File: src/rtl/stopwatch_ctrl_if.sv
// Bus between the stopwatch control FSM and its surroundings: raw buttons,
// the live count from the time counter, and the counter/display controls.
interface stopwatch_ctrl_if;
    logic        i_btn_ss;
    logic        i_btn_lr;
    logic [23:0] i_count;
    logic        o_countenb;
    logic        o_countinit;
    logic [23:0] o_display;
    logic [7:0]  o_lap_num;
    logic [1:0]  o_state;

    // Environment side: drives buttons and count, observes controls.
    modport master (
        output i_btn_ss, i_btn_lr, i_count,
        input  o_countenb, o_countinit, o_display, o_lap_num, o_state
    );

    // Controller side.
    modport slave (
        input  i_btn_ss, i_btn_lr, i_count,
        output o_countenb, o_countinit, o_display, o_lap_num, o_state
    );
endinterface

File: src/rtl/stopwatch_ctrl.sv
// Stopwatch control FSM: synchronises and debounces the Start/Stop and
// Lap/Reset buttons, sequences the BCD time counter (enable / clear),
// captures lap times and selects live or frozen time for the display.
module stopwatch_ctrl #(
    parameter int DEBOUNCE_TICKS = 4,
    parameter int LAP_HOLD_TICKS = 200
) (
    input  logic            i_rtcclk,
    input  logic            rst,
    stopwatch_ctrl_if.slave bus
);
    typedef enum logic [1:0] {
        CLEARED = 2'b00,
        RUNNING = 2'b01,
        LAP     = 2'b10,
        STOPPED = 2'b11
    } state_t;

    localparam logic [3:0] CNT_LAST  = 4'(DEBOUNCE_TICKS - 1);
    localparam logic [9:0] HOLD_LOAD = 10'(LAP_HOLD_TICKS - 1);

    // Bit 0 is Start/Stop, bit 1 is Lap/Reset throughout the button path.
    logic [1:0]      raw;
    logic [1:0]      sync_p0;
    logic [1:0]      sync_p1;
    logic [1:0]      level;
    logic [1:0]      level_q;
    logic [1:0]      press;
    logic [1:0][3:0] db_cnt;

    logic ss;
    logic lr;

    state_t      state, state_next;
    logic [23:0] lap_reg, lap_next;
    logic [7:0]  lap_num, lap_num_next;
    logic [9:0]  hold, hold_next;
    logic        countenb, countenb_next;
    logic        countinit, countinit_next;
    logic [23:0] display, display_next;

    // Two-digit BCD increment; 99 wraps to 00.
    function automatic logic [7:0] bcd_inc(input logic [7:0] v);
        logic [7:0] r;
        if (v == 8'h99)
            r = 8'h00;
        else if (v[3:0] == 4'h9)
            r = {v[7:4] + 4'h1, 4'h0};
        else
            r = {v[7:4], v[3:0] + 4'h1};
        return r;
    endfunction

    assign raw = {bus.i_btn_lr, bus.i_btn_ss};
    assign ss  = press[0];
    assign lr  = press[1];

    // Two-flop synchroniser for the asynchronous raw buttons.
    always_ff @(posedge i_rtcclk or posedge rst) begin
        if (rst) begin
            sync_p0 <= 2'b00;
            sync_p1 <= 2'b00;
        end else begin
            sync_p0 <= raw;
            sync_p1 <= sync_p0;
        end
    end

    // Debounce: level follows the synchronised input only after it has
    // disagreed for DEBOUNCE_TICKS consecutive cycles; agreement restarts.
    always_ff @(posedge i_rtcclk or posedge rst) begin
        if (rst) begin
            level  <= 2'b00;
            db_cnt <= '0;
        end else begin
            for (int i = 0; i < 2; i++) begin
                if (sync_p1[i] != level[i]) begin
                    if (db_cnt[i] == CNT_LAST) begin
                        level[i]  <= sync_p1[i];
                        db_cnt[i] <= 4'd0;
                    end else begin
                        db_cnt[i] <= db_cnt[i] + 4'd1;
                    end
                end else begin
                    db_cnt[i] <= 4'd0;
                end
            end
        end
    end

    // Registered one-cycle press pulse on each debounced rising edge.
    always_ff @(posedge i_rtcclk or posedge rst) begin
        if (rst) begin
            level_q <= 2'b00;
            press   <= 2'b00;
        end else begin
            level_q <= level;
            press   <= level & ~level_q;
        end
    end

    // Next state, lap bookkeeping and next output values; Start/Stop
    // always has priority over Lap/Reset and over hold expiry.
    always_comb begin
        state_next     = state;
        lap_next       = lap_reg;
        lap_num_next   = lap_num;
        hold_next      = hold;
        countinit_next = 1'b0;
        case (state)
            CLEARED: begin
                if (ss)
                    state_next = RUNNING;
            end
            RUNNING: begin
                if (ss) begin
                    state_next = STOPPED;
                end else if (lr) begin
                    state_next   = LAP;
                    lap_next     = bus.i_count;
                    lap_num_next = bcd_inc(lap_num);
                    hold_next    = HOLD_LOAD;
                end
            end
            LAP: begin
                if (ss) begin
                    state_next = STOPPED;
                end else if (lr) begin
                    lap_next     = bus.i_count;
                    lap_num_next = bcd_inc(lap_num);
                    hold_next    = HOLD_LOAD;
                end else if (hold == 10'd0) begin
                    state_next = RUNNING;
                end else begin
                    hold_next = hold - 10'd1;
                end
            end
            STOPPED: begin
                if (ss) begin
                    state_next = RUNNING;
                end else if (lr) begin
                    state_next     = CLEARED;
                    countinit_next = 1'b1;
                    lap_next       = 24'h000000;
                    lap_num_next   = 8'h00;
                end
            end
            default: state_next = CLEARED;
        endcase
        countenb_next = (state_next == RUNNING) || (state_next == LAP);
        display_next  = (state_next == LAP) ? lap_next : bus.i_count;
    end

    // State, lap registers and all outputs update together.
    always_ff @(posedge i_rtcclk or posedge rst) begin
        if (rst) begin
            state     <= CLEARED;
            lap_reg   <= 24'h000000;
            lap_num   <= 8'h00;
            hold      <= 10'd0;
            countenb  <= 1'b0;
            countinit <= 1'b0;
            display   <= 24'h000000;
        end else begin
            state     <= state_next;
            lap_reg   <= lap_next;
            lap_num   <= lap_num_next;
            hold      <= hold_next;
            countenb  <= countenb_next;
            countinit <= countinit_next;
            display   <= display_next;
        end
    end

    assign bus.o_state     = state;
    assign bus.o_countenb  = countenb;
    assign bus.o_countinit = countinit;
    assign bus.o_display   = display;
    assign bus.o_lap_num   = lap_num;
endmodule

File: src/flat_wrapper.sv
// flat-port wrapper written by rule: the top's interface ports become plain ports
module stopwatch_ctrl_flat 
#(
    parameter int DEBOUNCE_TICKS = 4,
    parameter int LAP_HOLD_TICKS = 200
)
  (i_rtcclk, rst, bus_i_btn_ss, bus_i_btn_lr, bus_i_count, bus_o_countenb, bus_o_countinit, bus_o_display, bus_o_lap_num, bus_o_state);
  stopwatch_ctrl_if bus_i ();
  input  logic i_rtcclk;
  input  logic rst;
  input wire logic [$bits(bus_i.i_btn_ss)-1:0] bus_i_btn_ss;
  input wire logic [$bits(bus_i.i_btn_lr)-1:0] bus_i_btn_lr;
  input wire logic [$bits(bus_i.i_count)-1:0] bus_i_count;
  output wire logic [$bits(bus_i.o_countenb)-1:0] bus_o_countenb;
  output wire logic [$bits(bus_i.o_countinit)-1:0] bus_o_countinit;
  output wire logic [$bits(bus_i.o_display)-1:0] bus_o_display;
  output wire logic [$bits(bus_i.o_lap_num)-1:0] bus_o_lap_num;
  output wire logic [$bits(bus_i.o_state)-1:0] bus_o_state;
  assign bus_i.i_btn_ss = bus_i_btn_ss;
  assign bus_i.i_btn_lr = bus_i_btn_lr;
  assign bus_i.i_count = bus_i_count;
  assign bus_o_countenb = bus_i.o_countenb;
  assign bus_o_countinit = bus_i.o_countinit;
  assign bus_o_display = bus_i.o_display;
  assign bus_o_lap_num = bus_i.o_lap_num;
  assign bus_o_state = bus_i.o_state;
  stopwatch_ctrl #(.DEBOUNCE_TICKS(DEBOUNCE_TICKS), .LAP_HOLD_TICKS(LAP_HOLD_TICKS)) u_core (.i_rtcclk(i_rtcclk), .rst(rst), .bus(bus_i));
endmodule
File: config.mk
export PLATFORM = sky130hd
export DESIGN_NAME = stopwatch_ctrl_flat
export DESIGN_NICKNAME = d
export VERILOG_FILES = /design/src/rtl/stopwatch_ctrl_if.sv /design/src/rtl/stopwatch_ctrl.sv /design/src/flat_wrapper.sv
export SDC_FILE = /design/constraint.sdc
export NUM_CORES = 1
export LEC_CHECK = 0
export BUFFER_PORTS_ARGS = -buffer_cell sky130_fd_sc_hd__buf_2
export CORE_AREA = 10 10 95 114
export DETAILED_ROUTE_END_ITERATION = 12
export DIE_AREA = 0 0 105 124
export GPL_TIMING_DRIVEN = 0
export PLACE_DENSITY = 0.71
export REMOVE_ABC_BUFFERS = 1
export SLEW_MARGIN = 20
export SYNTH_ARGS = -nofsm -noshare
export SYNTH_HDL_FRONTEND = slang
export SYNTH_SLANG_ARGS = --single-unit
export TNS_END_PERCENT = 50
File: constraint.sdc
create_clock -name i_rtcclk -period 2.4 [get_ports i_rtcclk]
set_clock_uncertainty 0.1 [all_clocks]
set_input_delay 0.12 -clock i_rtcclk [delete_from_list [all_inputs] [get_ports i_rtcclk]]
set_output_delay 0.12 -clock i_rtcclk [all_outputs]
set_load 0.01 [all_outputs]
==> results of run 1 <==
[layout by cell type, fill, tap and decap left out, types with 8 or more instances in the layout]
| master | netlist | layout |
|---|---|---|
| nor2_1 | 60 | 59 |
| nand2_1 | 8 | 8 |
| a21oi_1 | 31 | 31 |
| ha_1 | 12 | 8 |
| dlygate4sd3_1 | 0 | 27 |
| clkbuf_8 | 0 | 10 |
| o22ai_1 | 25 | 24 |
| buf_2 | 9 | 63 |
| o21ai_0 | 17 | 14 |
| inv_1 | 37 | 34 |
| dfrtp_1 | 88 | 88 |
| nor3_1 | 8 | 8 |
| a22oi_1 | 24 | 21 |
[per-stage QoR]
step / instance area (µm²) / hold WS, ps / TNS [ps] / utilization / instances
5_1_grt: 5170 / 261 / -8.11 / 0.607 / 619
3_3_place_gp: 4420 / 130 / -204040 / 0.519 / 565
4_1_cts: 5060 / 253 / 0 / 0.594 / 614
2_1_floorplan: 3960 / 51.4 / -53480 / - / 385
6_report: 5170 / 252 / 0 / 0.607 / 619
3_5_place_dp: 4530 / 128 / -7440 / 0.532 / 569
[area by class of cell]
class,instances,share of cell area
inverters,37,0.0274
well taps,117,0.0283
repair buffers,102,0.146
flip-flops and latches,88,0.426
multi-input cells,261,0.332
clock buffers,10,0.0266
clock inverters,4,0.0136
[worst max-delay path by stage]
stage,startpoint,depth (start not counted),endpoint
global placement,u_core.bus.o_state[1],6,u_core.bus.o_lap_num[2]
finish,u_core.bus.o_state[1],6,u_core.bus.o_lap_num[3]
global route,u_core.bus.o_state[1],9,u_core.bus.o_display[3]
floorplan,u_core.bus.o_state[1],6,u_core.bus.o_lap_num[2]
CTS,u_core.bus.o_state[1],6,u_core.hold[1]
detailed placement,u_core.bus.o_state[1],6,u_core.hold[1]
[kinds of logic after synthesis]
group,after synthesis
xor gates and xnor gates,4
buffers and inverters,58
adders and majority gates,12
AOI/OAI and AO/OA,115
DFF,88
and+or+nand+nor,122
muxes,7
[report_power, final]
part           leakage [µW]  internal (µW)  switching (µW)
registers           0.00111           1890             234
logic               0.00116           1050            1460
clock network      0.000108            600             503
[what timing repair did]
item / 4_1_cts / 5_1_grt
hold buffers: 27 / 0
setup buffers: 3 / 4
endpoints found under the hold margin: 95 / 0
gates resized for setup: 4 / 13
gates cloned: 1 / 1
pin swaps: 2 / 4
endpoints found under the setup margin: 53 / 29
[layer usage]
metal,GRT usage,up-vias,share of wire
li1,-,1606,-
met1,0.178,1653,0.42
met2,0.257,82,0.52
met3,0.0274,11,0.052
met4,0.0696,0,0.012
met5,0,-,0
==> results.toml, run 1 <==
[yosys]
yosys_warnings = 0
synth_common_cells = "88 x dfrtp_1, 60 x nor2_1, 37 x inv_1"
yosys_register_bits = 88
synth_top_family_by_area = "compound AO/OA/AOI/OAI gates"
synth_xor_area_frac = 0.00865
synth_most_common_cell = "dfrtp_1"
synth_top_cell_area_share = 0.544
synth_cells = 406
synth_flop_cell = "dfrtp_1"
seq_area_frac_synth = 0.544
synth_area_leaders = "dfrtp_1 54%, nor2_1 5.6%, a22oi_1 4.4%"
syn_avg_cell_area_um2 = 9.97
synthMuxAreaShare = 0.0185
ys_async_sr_fraction = 1.00
syn_area_um2 = 4050
synth_compound_gate_area_share = 0.178
yosys.area_share.adder = 0.0371
synth-simple-area-share = 0.158
synth_cell_type_count = 47
yosysTopAreaCell = "dfrtp_1"
synth-edff-count = 0

[clock_tree]
cts.htree.levels = 3
cts.clk_slew.worst_paths_ps = 80
cts_tree = "yes"
numCtsBuffers = 9
clk_latency_ps = 350
clk_path_buf_depth = 2
cts.sinks = 88
cts-root-buf = "clkbuf_8"

[power_and_ir_drop]
p_total_uw = 5740
power_density_nw_per_um2 = 1110
vdd_drop_max_mv = 0.490
power.leakage_uw = 0.00237

[finish]
multi_input_area_um2 = 1720
fillers = 746
drive_gt1_frac = 0.235
antennaDiodeCount = 0
seqCellArea_um2 = 2200
area_delta_synth_final_pct = 27.6
fin_nets = 539

[route]
drt_iter0_markers = 229
vias_per_cell = 5.42
ant_nets = 0
firstDrtPassIters = 5
wl_per_cell_um = 16.0
dr_total_vias = 3352
routed_wl_mm = 9.93
drc = 0

[sta]
final.min_clock_period_ps = 2300
rsz0062_at_grt = "yes"
max_freq_mhz = 435
fin_crit_sh = 0.958
final-setup-viol-count = 0
setup_slack_ps = 101
slew_viol_final = 0
hold_viol_final = 0
tightest_slew_ps = 635
max_slew_margin = 0.576

[grt]
grt_first_pass_wirelength_mm = 16.1
grt_use_total = 0.149
grt_overflow = 0
grt_pass1_vias = 3407
antenna_found_initial = 0
grt_max_degree = 47

[critical_path]
r2r-start = "u_core.bus.o_state[1]"
cp_max_fo = 10
slowest_delay_ps = 450
cp.required_ps = 2560
r2r_cells = 6
crit_path_start_kind = "flip-flop"
cp-end-kind = "flip-flop"
rrSetupSlack_ps = 100
cp_slowest_cell = "dfrtp_1"
critical_path_buf_inv_count = 1
crit_family = "simple AND/OR/NAND/NOR gates"
criticalPathCategory = "reg -> reg"
cp.arrival_ps = 2460
crit_chain = "inv_1 -> ha_4 -> nor2_1 -> o21ai_4 -> or3_4 -> o31ai_1"
timing.rr.end = "u_core.bus.o_lap_num[3]"

[min_path]
worstHoldEndpoint = "u_core.sync_p1[1]"
hold_path_startpoint = "u_core.sync_p0[1]"
min_path_type = "reg -> reg"
min_path_cells = 0

[floorplanning]
die_h_um = 124
rows = 37
dieArea_um2 = 13000
start_util = 0.475
ioPinCount = 64
dieWidth_um = 105
core_area_um2 = 8520

[run_status]
status = "complete, no violations"

[placed_design]
gp_congestion = 0.793
post-place-ws_ps = -411
io_buffer_count = 63
dp.final_hpwl_mm = 6.04

[run]
drv_cap = 0
Note: power is estimated with default switching activity, not from simulation.
==> run 2: changes to the inputs <==
Settings changed: CORE_AREA 10 10 95 114 to 2 2 87 106, DIE_AREA 0 0 105 124 to 0 0 89 108.
Clock period 2.4 ns to 2 ns, I/O delays scaled along.
==> run 2 against run 1 <==
The flow now finishes with violations (setup timing). Clock power up 33%. Sequential power rose by 21%. Routed wire length is 7.1% higher. Non-clock buffer count rose by 18. Die area is 26% lower. Register-to-register slack got worse by 350 ps. Cell count up 3.2%. Cell area is 9.1% higher. Via count rose by 5.9%. Total power grew 33%. Fmax grew 2.2%. Largest cell class unchanged. Largest power group unchanged.
==> results.toml, run 2 (synthesized netlist as in run 1, its figures left out) <==
[sta]
final.min_clock_period_ps = 2250
tightest_slew_ps = 676
hold_viol_final = 0
fin_crit_sh = 1.12
final-setup-viol-count = 27
max_slew_margin = 0.548
slew_viol_final = 0
max_freq_mhz = 445
rsz0062_at_grt = "yes"
finalSetupTns_ps = -5280
setup_slack_ps = -250

[power_and_ir_drop]
power.leakage_uw = 0.00254
power_density_nw_per_um2 = 1360
vdd_drop_max_mv = 0.744

[grt]
grt_max_degree = 59
grt_first_pass_wirelength_mm = 16.4
grt_use_total = 0.222
antenna_found_initial = 0
grt_pass1_vias = 3492
grt_overflow = 0

[clock_tree]
cts_tree = "yes"
clk_path_buf_depth = 2
cts.clk_slew.worst_paths_ps = 100
numCtsBuffers = 9
cts-root-buf = "clkbuf_8"
clk_latency_ps = 370
cts.htree.levels = 3
cts.sinks = 88

[route]
firstDrtPassIters = 4
vias_per_cell = 5.56
ant_nets = 0
wl_per_cell_um = 16.7
dr_total_vias = 3550
drt_iter0_markers = 353
routed_wl_mm = 10.6
drc = 0

[critical_path]
rrSetupSlack_ps = -250
cp.arrival_ps = 2430
cp_common_cell = "ha_4"
cp_slowest_cell = "dfrtp_1"
r2r-start = "u_core.hold[0]"
crit_chain = "inv_2 -> ha_4 -> nor4b_4 -> nand4b_1 -> a31oi_1 -> o22ai_2 -> ha_4 -> buf_12 -> clkbuf_16 -> o22ai_1"
slowest_delay_ps = 410
crit_path_end = "u_core.bus.o_display[21]"
timing.rr.end = "u_core.bus.o_display[21]"
cp_max_fo = 10
crit_path_start_kind = "flip-flop"
cp-end-kind = "flip-flop"
criticalPathCategory = "reg -> reg"
r2r_cells = 10
cp.required_ps = 2180
crit_path_start = "u_core.hold[0]"

[run_status]
violations = "setup timing"
status = "complete, but fails checks"

[finish]
layout_common_cells = "87 x dfrtp_1, 63 x buf_2, 58 x nor2_1"
finalNonFillerCells = 639
antennaDiodeCount = 0
area_delta_synth_final_pct = 39.2
layout_commonest_cell = "dfrtp_1"
fin_nets = 557
drive_gt1_frac = 0.345

[floorplanning]
dieArea_um2 = 9610
die_h_um = 108
start_util = 0.475
ioPinCount = 64
dieWidth_um = 89
rows = 37
core_area_um2 = 8520

[placed_design]
dp.cells = 569
dp.final_hpwl_mm = 5.51
gp_congestion = 0.798
io_buffer_count = 63

[run]
drv_cap = 0

[min_path]
min_path_type = "in -> async"
run 2: layout make-up:
cell class                      instances  area [µm²]
Multi-Input combinational cell        261        1940
Sequential cell                        88        2200
Inverter                               37         148
Timing Repair Buffer                  120         962
Tap cell                              117         146
Clock buffer                           11         151
Fill cell                             646        2880
Clock inverter                          5        86.3
run 2: worst max-delay path: cells and delay by family (launching register included):
family,cells,cell delay [ps]
AOI/OAI and AO/OA,3,490
and+or+nand+nor,2,420
DFF,1,410
buffers and inverters,3,380
adders and majority gates,2,340
run 2: worst min-delay path by stage:
stage	start	to	slack, ps	cells past startpoint
after floorplan	bus_i_btn_ss	u_core.sync_p0[0]	30	0
after global placement	bus_i_btn_ss	u_core.sync_p0[0]	110	1
after detailed placement	rst	u_core.bus.o_display[22]	30	2
after CTS	rst	u_core.bus.o_lap_num[1]	180	3
after global routing	rst	u_core.bus.o_lap_num[3]	230	3
final	rst	u_core.bus.o_lap_num[3]	180	3
run 2: repair_timing:
item,CTS,global route
cloned,2,2
resized for setup,48,20
pin swaps,11,4
hold buffers,27,0
setup endpoints to repair,64,34
hold endpoints to repair,80,0
setup buffers,22,1
run 2: metal layers:
layer / part of all wire / wire length [µm] / global-route usage / vias up
met5: 0 / 0 / 0 / -
met1: 0.41 / 4330 / 0.286 / 1780
met3: 0.057 / 606 / 0.0374 / 14
li1: - / - / - / 1649
met2: 0.52 / 5580 / 0.368 / 107
met4: 0.012 / 128 / 0.0917 / 0
run 2: through the flow:
stage                     cell area (µm²)  utilization  hold WS (ps)  worst slack [ps]  total power [µW]
after global placement               4420        0.519           110             -2350              4850
after global routing                 5640        0.662           232              -312              8100
after detailed placement             4540        0.533          30.7              -694              5150
final                                5640        0.662           184              -250              7650
after floorplan                      3960            -          31.4             -1350              4300
after CTS                            5480        0.643           177              -177              7350
run 2: power breakdown:
group / total (µW) / leakage (µW) / switching, µW / internal, µW
logic: 3620 / 0.00131 / 2030 / 1580
registers: 2570 / 0.00110 / 298 / 2270
clock network: 1460 / 0.000121 / 676 / 784
total: 7650 / 0.00254 / 3010 / 4640
==> run 3: changes to the inputs <==
Settings changed: PLACE_DENSITY 0.71 to 0.7.
==> run 3 against run 2 <==
The flow still finishes with violations (setup timing). Non-clock buffer count is 3 higher. Sequential share of layout area up 0.14 points. Critical path depth unchanged. Via count down 1.8%. Total power fell by 1.5%. Flip-flop and latch count unchanged. Sequential power hardly changed. Fmax is 2.0% lower. Routed wire length shrank 6.8%. Critical endpoint is now u_core.bus.o_display[22].
==> results.toml, run 3 (synthesized netlist as in run 1, its figures left out) <==
[power_and_ir_drop]
pwr-share-clk = 0.164
seq_power_share = 0.343
p_total_uw = 7540
p_sw_uw = 2930
pwr-share-comb = 0.493
power.leakage_uw = 0.00252
p_int_uw = 4600
vdd_drop_max_mv = 0.632
p_sw_frac = 0.389
power_density_nw_per_um2 = 1340

[grt]
grt_pass1_vias = 3509
grt_overflow = 0
antenna_found_initial = 0
grt_use_total = 0.220
grt_first_pass_wirelength_mm = 16.4
grt_max_degree = 55

[critical_path]
r2r_cells = 10
cp_max_fo = 21
cp.arrival_ps = 2430
cp-end-kind = "flip-flop"
crit_path_end = "u_core.bus.o_display[22]"
crit_path_start = "u_core.hold[1]"
cp.required_ps = 2140
rrSetupSlack_ps = -300
criticalPathCategory = "reg -> reg"
crit_path_start_kind = "flip-flop"
r2r-start = "u_core.hold[1]"
timing.rr.end = "u_core.bus.o_display[22]"

[sta]
max_freq_mhz = 436
fin_crit_sh = 1.15
rsz0062_at_grt = "yes"
max_slew_margin = 0.595
final-setup-viol-count = 25
tightest_slew_ps = 607
final.min_clock_period_ps = 2300
slew_viol_final = 0
hold_viol_final = 0
setup_slack_ps = -295

[floorplanning]
die_h_um = 108
dieArea_um2 = 9610
start_util = 0.475
rows = 37
core_area_um2 = 8520
dieWidth_um = 89
ioPinCount = 64

[route]
firstDrtPassIters = 4
ant_nets = 0
wl_per_cell_um = 15.5
drc = 0
dr_total_vias = 3487
vias_per_cell = 5.44
routed_wl_mm = 9.92
drt_iter0_markers = 253

[clock_tree]
clk_latency_ps = 360
cts_tree = "yes"
clk_path_buf_depth = 2
cts.clk_slew.worst_paths_ps = 90
cts.htree.levels = 3
cts-root-buf = "clkbuf_8"
numCtsBuffers = 9
cts.sinks = 88

[finish]
drive_gt1_frac = 0.336
fin_nets = 560
antennaDiodeCount = 0
area_delta_synth_final_pct = 38.8
finalNonFillerCells = 641
layout_commonest_cell = "dfrtp_1"
layout_common_cells = "86 x dfrtp_1, 63 x buf_2, 58 x nor2_1"

[run_status]
violations = "setup timing"
status = "complete, but fails checks"

[run]
drv_cap = 0

[placed_design]
gp_congestion = 0.813
dp.cells = 570
post-place-ws_ps = -640
dp.final_hpwl_mm = 5.60
io_buffer_count = 63

[min_path]
min_path_type = "in -> async"
==> run 3: worst min path at each step <==
| stage | startpoint | depth (start not counted) | end |
|---|---|---|---|
| after floorplan | bus_i_btn_ss | 0 | u_core.sync_p0[0] |
| after global placement | bus_i_btn_lr | 1 | u_core.sync_p0[1] |
| after detailed placement | rst | 2 | u_core.bus.o_display[15] |
| after CTS | bus_i_count[18] | 3 | u_core.lap_reg[18] |
| after global routing | rst | 3 | u_core.bus.o_display[7] |
| final | rst | 3 | u_core.bus.o_display[20] |
==> run 3: per-stage QoR <==
step	util	TNS, ps	hold WS (ps)	instance area (µm²)
6_report	0.660	-6530	215	5620
5_1_grt	0.660	-9120	252	5620
4_1_cts	0.646	-4420	-95.0	5500
3_5_place_dp	0.533	-23800	59.2	4540
3_3_place_gp	0.519	-261240	114	4420
2_1_floorplan	-	-113100	31.4	3960
==> run 3: timing repair <==
item / 4_1_cts / 5_1_grt
hold buffers: 27 / 1
resized for setup: 57 / 21
setup endpoints to repair: 64 / 55
endpoints found under the hold margin: 84 / 2
pin swaps: 11 / 14
gates cloned: 3 / 0
buffers inserted: 21 / 7
==> run 3: layout make-up <==
type / count / area (µm²)
Fill cell: 657 / 2900
Sequential cell: 88 / 2200
Multi-Input combinational cell: 261 / 1940
Timing Repair Buffer: 123 / 980
Inverter: 37 / 150
Tap cell: 117 / 146
Clock buffer: 11 / 141
Clock inverter: 4 / 55.1
==> run 3: power groups by stage <==
stage / Combinational [µW] / Sequential, µW / Clock, µW
2_1_floorplan: 1710 / 2590 / 0
3_3_place_gp: 2300 / 2560 / 0
3_5_place_dp: 2560 / 2580 / 0
4_1_cts: 3540 / 2550 / 1260
5_1_grt: 4080 / 2640 / 1330
6_report: 3720 / 2580 / 1230
==> run 3: routing by layer <==
layer,track usage,part of all wire,vias to the layer above
met5,0,0,-
met4,0.103,0.020,0
met3,0.0366,0.042,18
met2,0.357,0.53,89
met1,0.285,0.41,1731
li1,-,-,1649
==> run 3: critical path, cell delays in order, from the launching register on <==
cell and delay, ps:
dfrtp_1 410, inv_2 100, ha_4 140, nor4b_4 230
nand4b_1 200, a31oi_1 240, o22ai_2 130, ha_4 210
buf_12 170, a22oi_2 170, o22ai_2 80
